[src/rtl/rf_wb_scheduler.sv]
// Writeback scheduler: queues SEQ writeback requests (up to two register writes each)
// and drains them one write per cycle into a single-write-port register file.
module rf_wb_scheduler #(
  parameter int          DEPTH  = 2,
  parameter int          DATA_W = 64,
  parameter logic [3:0]  RNONE  = 4'hF
) (
  input  logic              clk,
  input  logic              rst_n,
  input  logic              in_valid,
  output logic              in_ready,
  input  logic [3:0]        in_dstE,
  input  logic [DATA_W-1:0] in_valE,
  input  logic [3:0]        in_dstM,
  input  logic [DATA_W-1:0] in_valM,
  output logic              wr_en,
  output logic [3:0]        wr_addr,
  output logic [DATA_W-1:0] wr_data,
  input  logic [3:0]        rd_a,
  input  logic [3:0]        rd_b,
  output logic              haz_a,
  output logic              haz_b,
  output logic              busy
);

  localparam int PW = (DEPTH > 1) ? $clog2(DEPTH) : 1;
  localparam int CW = $clog2(DEPTH) + 1;
  localparam logic [CW-1:0] DEPTH_C = CW'(DEPTH);

  logic [PW-1:0]     wr_ptr_q, wr_ptr_d;
  logic [PW-1:0]     rd_ptr_q, rd_ptr_d;
  logic [CW-1:0]     count_q, count_d;
  logic [DEPTH-1:0]  pende_q, pende_d;
  logic [DEPTH-1:0]  pendm_q, pendm_d;

  logic [3:0]        dste_q [DEPTH];
  logic [3:0]        dstm_q [DEPTH];
  logic [DATA_W-1:0] vale_q [DEPTH];
  logic [DATA_W-1:0] valm_q [DEPTH];

  logic non_empty;
  logic head_pe, head_pm;
  logic issue_e, issue_m, retire;
  logic push, enq_pe, enq_pm, enq_keep;

  assign non_empty = (count_q != '0);
  assign in_ready  = (count_q < DEPTH_C);
  assign busy      = non_empty;

  assign head_pe = pende_q[rd_ptr_q];
  assign head_pm = pendm_q[rd_ptr_q];
  assign issue_e = non_empty && head_pe;
  assign issue_m = non_empty && !head_pe && head_pm;
  assign retire  = (issue_e && !head_pm) || issue_m;

  // On dstE == dstM the memory value wins, so the ALU write is never queued.
  assign push     = in_valid && in_ready;
  assign enq_pe   = (in_dstE != RNONE) && (in_dstE != in_dstM);
  assign enq_pm   = (in_dstM != RNONE);
  assign enq_keep = push && (enq_pe || enq_pm);

  always_comb begin
    wr_en   = 1'b0;
    wr_addr = '0;
    wr_data = '0;
    if (issue_e) begin
      wr_en   = 1'b1;
      wr_addr = dste_q[rd_ptr_q];
      wr_data = vale_q[rd_ptr_q];
    end else if (issue_m) begin
      wr_en   = 1'b1;
      wr_addr = dstm_q[rd_ptr_q];
      wr_data = valm_q[rd_ptr_q];
    end
  end

  always_comb begin
    wr_ptr_d = enq_keep ? wr_ptr_q + PW'(1) : wr_ptr_q;
    rd_ptr_d = retire   ? rd_ptr_q + PW'(1) : rd_ptr_q;
    count_d  = count_q;
    if (enq_keep && !retire)      count_d = count_q + CW'(1);
    else if (!enq_keep && retire) count_d = count_q - CW'(1);
    pende_d = pende_q;
    pendm_d = pendm_q;
    for (int i = 0; i < DEPTH; i++) begin
      if (rd_ptr_q == PW'(i)) begin
        if (retire) begin
          pende_d[i] = 1'b0;
          pendm_d[i] = 1'b0;
        end else if (issue_e) begin
          pende_d[i] = 1'b0;
        end
      end
      // The write slot never equals a live head, since push only happens below DEPTH.
      if (enq_keep && (wr_ptr_q == PW'(i))) begin
        pende_d[i] = enq_pe;
        pendm_d[i] = enq_pm;
      end
    end
  end

  always_comb begin
    haz_a = 1'b0;
    haz_b = 1'b0;
    for (int i = 0; i < DEPTH; i++) begin
      if ((pende_q[i] && dste_q[i] == rd_a) || (pendm_q[i] && dstm_q[i] == rd_a))
        haz_a = 1'b1;
      if ((pende_q[i] && dste_q[i] == rd_b) || (pendm_q[i] && dstm_q[i] == rd_b))
        haz_b = 1'b1;
    end
    if (rd_a == RNONE) haz_a = 1'b0;
    if (rd_b == RNONE) haz_b = 1'b0;
  end

  always_ff @(posedge clk or negedge rst_n) begin
    if (!rst_n) begin
      wr_ptr_q <= '0;
      rd_ptr_q <= '0;
      count_q  <= '0;
      pende_q  <= '0;
      pendm_q  <= '0;
    end else begin
      wr_ptr_q <= wr_ptr_d;
      rd_ptr_q <= rd_ptr_d;
      count_q  <= count_d;
      pende_q  <= pende_d;
      pendm_q  <= pendm_d;
    end
  end

  // Payload storage needs no reset; the pending bits qualify it.
  always_ff @(posedge clk) begin
    if (enq_keep) begin
      dste_q[wr_ptr_q] <= in_dstE;
      dstm_q[wr_ptr_q] <= in_dstM;
      vale_q[wr_ptr_q] <= in_valE;
      valm_q[wr_ptr_q] <= in_valM;
    end
  end

endmodule

[config.mk]
export PLATFORM = sky130hd
export DESIGN_NAME = rf_wb_scheduler
export DESIGN_NICKNAME = d
export VERILOG_FILES = /design/src/rtl/rf_wb_scheduler.sv
export SDC_FILE = /design/constraint.sdc
export NUM_CORES = 1
export LEC_CHECK = 0
export BUFFER_PORTS_ARGS = -buffer_cell sky130_fd_sc_hd__buf_2
export CORE_UTILIZATION = 50
export DETAILED_ROUTE_END_ITERATION = 8
export MAX_ROUTING_LAYER = met4
export PLACE_DENSITY = 0.7
export SETUP_SLACK_MARGIN = 0.05
export SYNTH_ARGS = -nofsm -noshare
export SYNTH_HDL_FRONTEND = slang
export SYNTH_SLANG_ARGS = --single-unit
[constraint.sdc]
create_clock -name clk -period 29.3 [get_ports clk]
set_input_delay 1.465 -clock clk [delete_from_list [all_inputs] [get_ports clk]]
set_output_delay 1.465 -clock clk [all_outputs]
set_load 0.005 [all_outputs]
==> metrics.md <==
| Metric | Value |
|---|---|
| Synth-to-Final Area Change | 20.45% |
| Top cell type's share of synthesized area | 73.64% |
| Global-route usage over all layers | 19.72% |
| Critical path type | flop to output pin |
| Layout Nets | 996 |
| Crit start category | flop |
| CTS clk-pin slew, worst paths | 0.06 ns |
| Syn Area/Cell | 17.66 sq um |
| Final Instance Area | 0.01336 sq mm |
| Layout cell share with drive strength beyond 1 | 31.49% |
| DP Area | 0.01242 sq mm |
| Unrepaired setup endpoints after global routing | no |
| Ys Warns | 0 |
| Max_slew headroom | 24.13% |
| Final WS setup | 23.88 ns |
| Final setup fails | 0 |
| Total core area | 0.02176 sq mm |
| Register area share after synthesis | 75.44% |
| Run status | finished clean |
| Cell taking the most area after synthesis | edfxtp_1 |
| CP cell instances | buf_4, nor3b_2, o21ai_4, buf_4, o22ai_1, buf_2 |
| Antenna-violating nets left | 0 |
| Vias in the first global route | 6351 |
| Ranking of synthesized cells by area | edfxtp_1 (74%), mux2i_1 (12%), o22ai_1 (3.9%) |
| Synth Cell Area | 0.01109 sq mm |
| First DRT Iteration DRCs | 446 |
| Die W | 150.9 microns |
| Number of H-tree levels | 1 |
| Setup TNS | 0 ns |
| Fill cell count | 1661 |
| I/O pin count | 220 |
| Cells after Synth | 628 |
| Clk_lat worst skew | 0.52 ns |
| Final hold violation count | 0 |
| CP max stage cell | dfrtp_4 |
| GP Congestion | 0.9104 |
| Max Cap Viol | 0 |
| Hold/Removal Path Class | flop to flop |
| Initial antenna violation count | 4 |
| Vias post-DR | 6224 |
| Clk sink count | 280 |
| Drt drc | 0 |
| Initial Utilization | 50.98% |
| CP peak stage delay | 0.84 ns |
| Longest Clk Path Bufs | 3 |
| Post-synthesis register bit count | 280 |
| Register cell area after layout | 0.008372 sq mm |
| Net Count, Synth | 776 |
| Dpl ws | 24.40 ns |
| Hpwl dp | 14560 microns |
| F_max | 0.1847 GHz |
| First-pass DRT Iterations | 5 |
| Total Die Area | 0.02278 sq mm |
| Post-CTS setup buffers | 0 |
| Clk_skew | 0.008823 ns |
| Crit Path Max Fanout | 49 |
| Num rows | 54 |
| CTS resizes | 0 |
| Most used cell, CP | buf_4 |
| Pleak | 5.219 nW |
| Yosys cell types | 34 |
| Worst EP arrival | 3.95 ns |
| CP endpoint kind | output pin |
| CTS Buf Count | 29 |
| Hold-fix buffers, CTS | 0 |
| Pin count of the biggest net entering global routing | 83 |
| Area of the multi-input gates | 0.002516 sq mm |
| Peak supply drop | 56.54 uV |
| Period utilization | 18.48% |
| Worst slew pin tran | 1.138 ns |
| PortBufs | 219 |
| Tmin final | 5.415 ns |
| GR Overflow Total | 0 |
| Pwr Density | 96.53 mW/mm^2 |
| WL per Instance | 19.34 microns |
| CTS root buf | clkbuf_16 |
| CTS tree | yes |
| Die Span Y | 150.9 microns |
| Vias/cell | 5.393 |
| Final slew viol count | 0 |
| Routed wire length | 22320 microns |
| Worst path required time | 27.83 ns |
| Hold slack | 0.5232 ns |
| First-pass GRT wire length | 33060 microns |
-- per-stage QoR --
stage	util [%]	total power, mW	std cells
finish	61.41	1.290	1154
global route	61.41	1.351	1154
CTS	61.36	1.303	1150
detailed placement	57.07	0.9460	1097
global placement	57.07	0.9350	1097
floorplan	-	0.8337	628
-- power breakdown --
part	internal (mW)	switching [mW]
clock	0.216	0.139
sequential	0.528	0.0373
combinational	0.158	0.212
total	0.902	0.388
-- state kept, by name (all words and copies together) (netlist names) --
register / count
wr_ptr_q: 1
vale_q: 128
dstm_q: 8
pendm_q: 2
dste_q: 8
count_q: 2
valm_q: 128
pende_q: 2
rd_ptr_q: 1
-- kinds of logic after synthesis --
group / count (synthesis) / share of synthesized area (%)
simple gates: 41 / 1.918
buf+inv: 44 / 2.076
compound gates: 88 / 5.155
fa+ha+maj: 1 / 0.1128
mux: 137 / 12.37
xor+xnor: 37 / 2.922
flops: 280 / 75.44
-- final cells by class --
type	instances	share of cell area [%]
Clock buffer	37	5.656
Tap cell	280	2.622
Inverter	6	0.1686
Timing Repair Buffer	227	8.653
Clock inverter	16	1.330
Antenna cell	4	0.07492
Sequential cell	280	62.66
Multi-Input combinational cell	304	18.83
-- worst max-delay path, delay by kind of cell (launching register included) --
family | cells | cell delay [ns]
DFF | 1 | 0.84
AOI/OAI and AO/OA | 2 | 0.95
buffers and inverters | 3 | 1.44
and+or+nand+nor | 1 | 0.15
-- path summary, 6_finish.rpt --
path	startpoint	endpoint	slack, ns	cells past startpoint
max reg2reg	count_q[1]	valm_q[0][2]	27.13	3
min	count_q[0]	count_q[0]	0.52	1
min in group asynchronous	rst_n	count_q[0]	0.78	1
max in group asynchronous	rst_n	rd_ptr_q	28.32	1
min reg2reg	count_q[0]	count_q[0]	0.52	1
max	rd_ptr_q	wr_data[29]	23.88	6
-- per-layer routing --
metal / track usage (%) / up-vias / share of wire [%]
li1: - / 2941 / -
met1: 24.70 / 3051 / 40
met2: 32.78 / 194 / 52
met3: 3.554 / 38 / 5.9
met4: 6.050 / 0 / 2.1
met5: - / - / 0
-- cells in the mapped netlist --
cell and count:
o21ai_2 1, and4_1 1, inv_1 6, and2b_1 1, mux2i_1 136, buf_4 11
and3b_1 1, edfxtp_1 272, a222oi_1 2, o41ai_2 1, xor2_1 27, nand2b_1 2
nand4_1 2, nor3_1 10, nor2_1 6, ha_1 1, a211oi_1 1, buf_2 19
nand3_1 3, nor2_2 1, nor3b_2 1, o31ai_1 1, o211ai_1 2, a31oi_1 4
mux2_2 1, a31o_2 1, o21ai_0 5, nand2_1 10, nor4_1 2, dfrtp_1 8
xnor2_1 10, nor2b_1 1, o22ai_1 70, clkbuf_1 8
-- placed cells by master, fill, tap and decap left out, drive strengths merged --
cell	instances
ha	1
buf	227
o41ai	1
nand2b	2
and2b	1
nor3b	1
clkbuf	37
clkinv	12
xnor2	10
mux2i	136
a31o	1
a31oi	4
edfxtp	272
nor3	10
mux2	1
nor2	7
nand2	10
o31ai	1
a211oi	1
nor4	2
and4	1
nand3	3
o21ai	6
nor2b	1
dfrtp	8
o211ai	2
o22ai	70
nand4	2
a222oi	2
and3b	1
inv	6
diode	4
bufinv	4
xor2	27
Power figures use the tool's default switching activity.
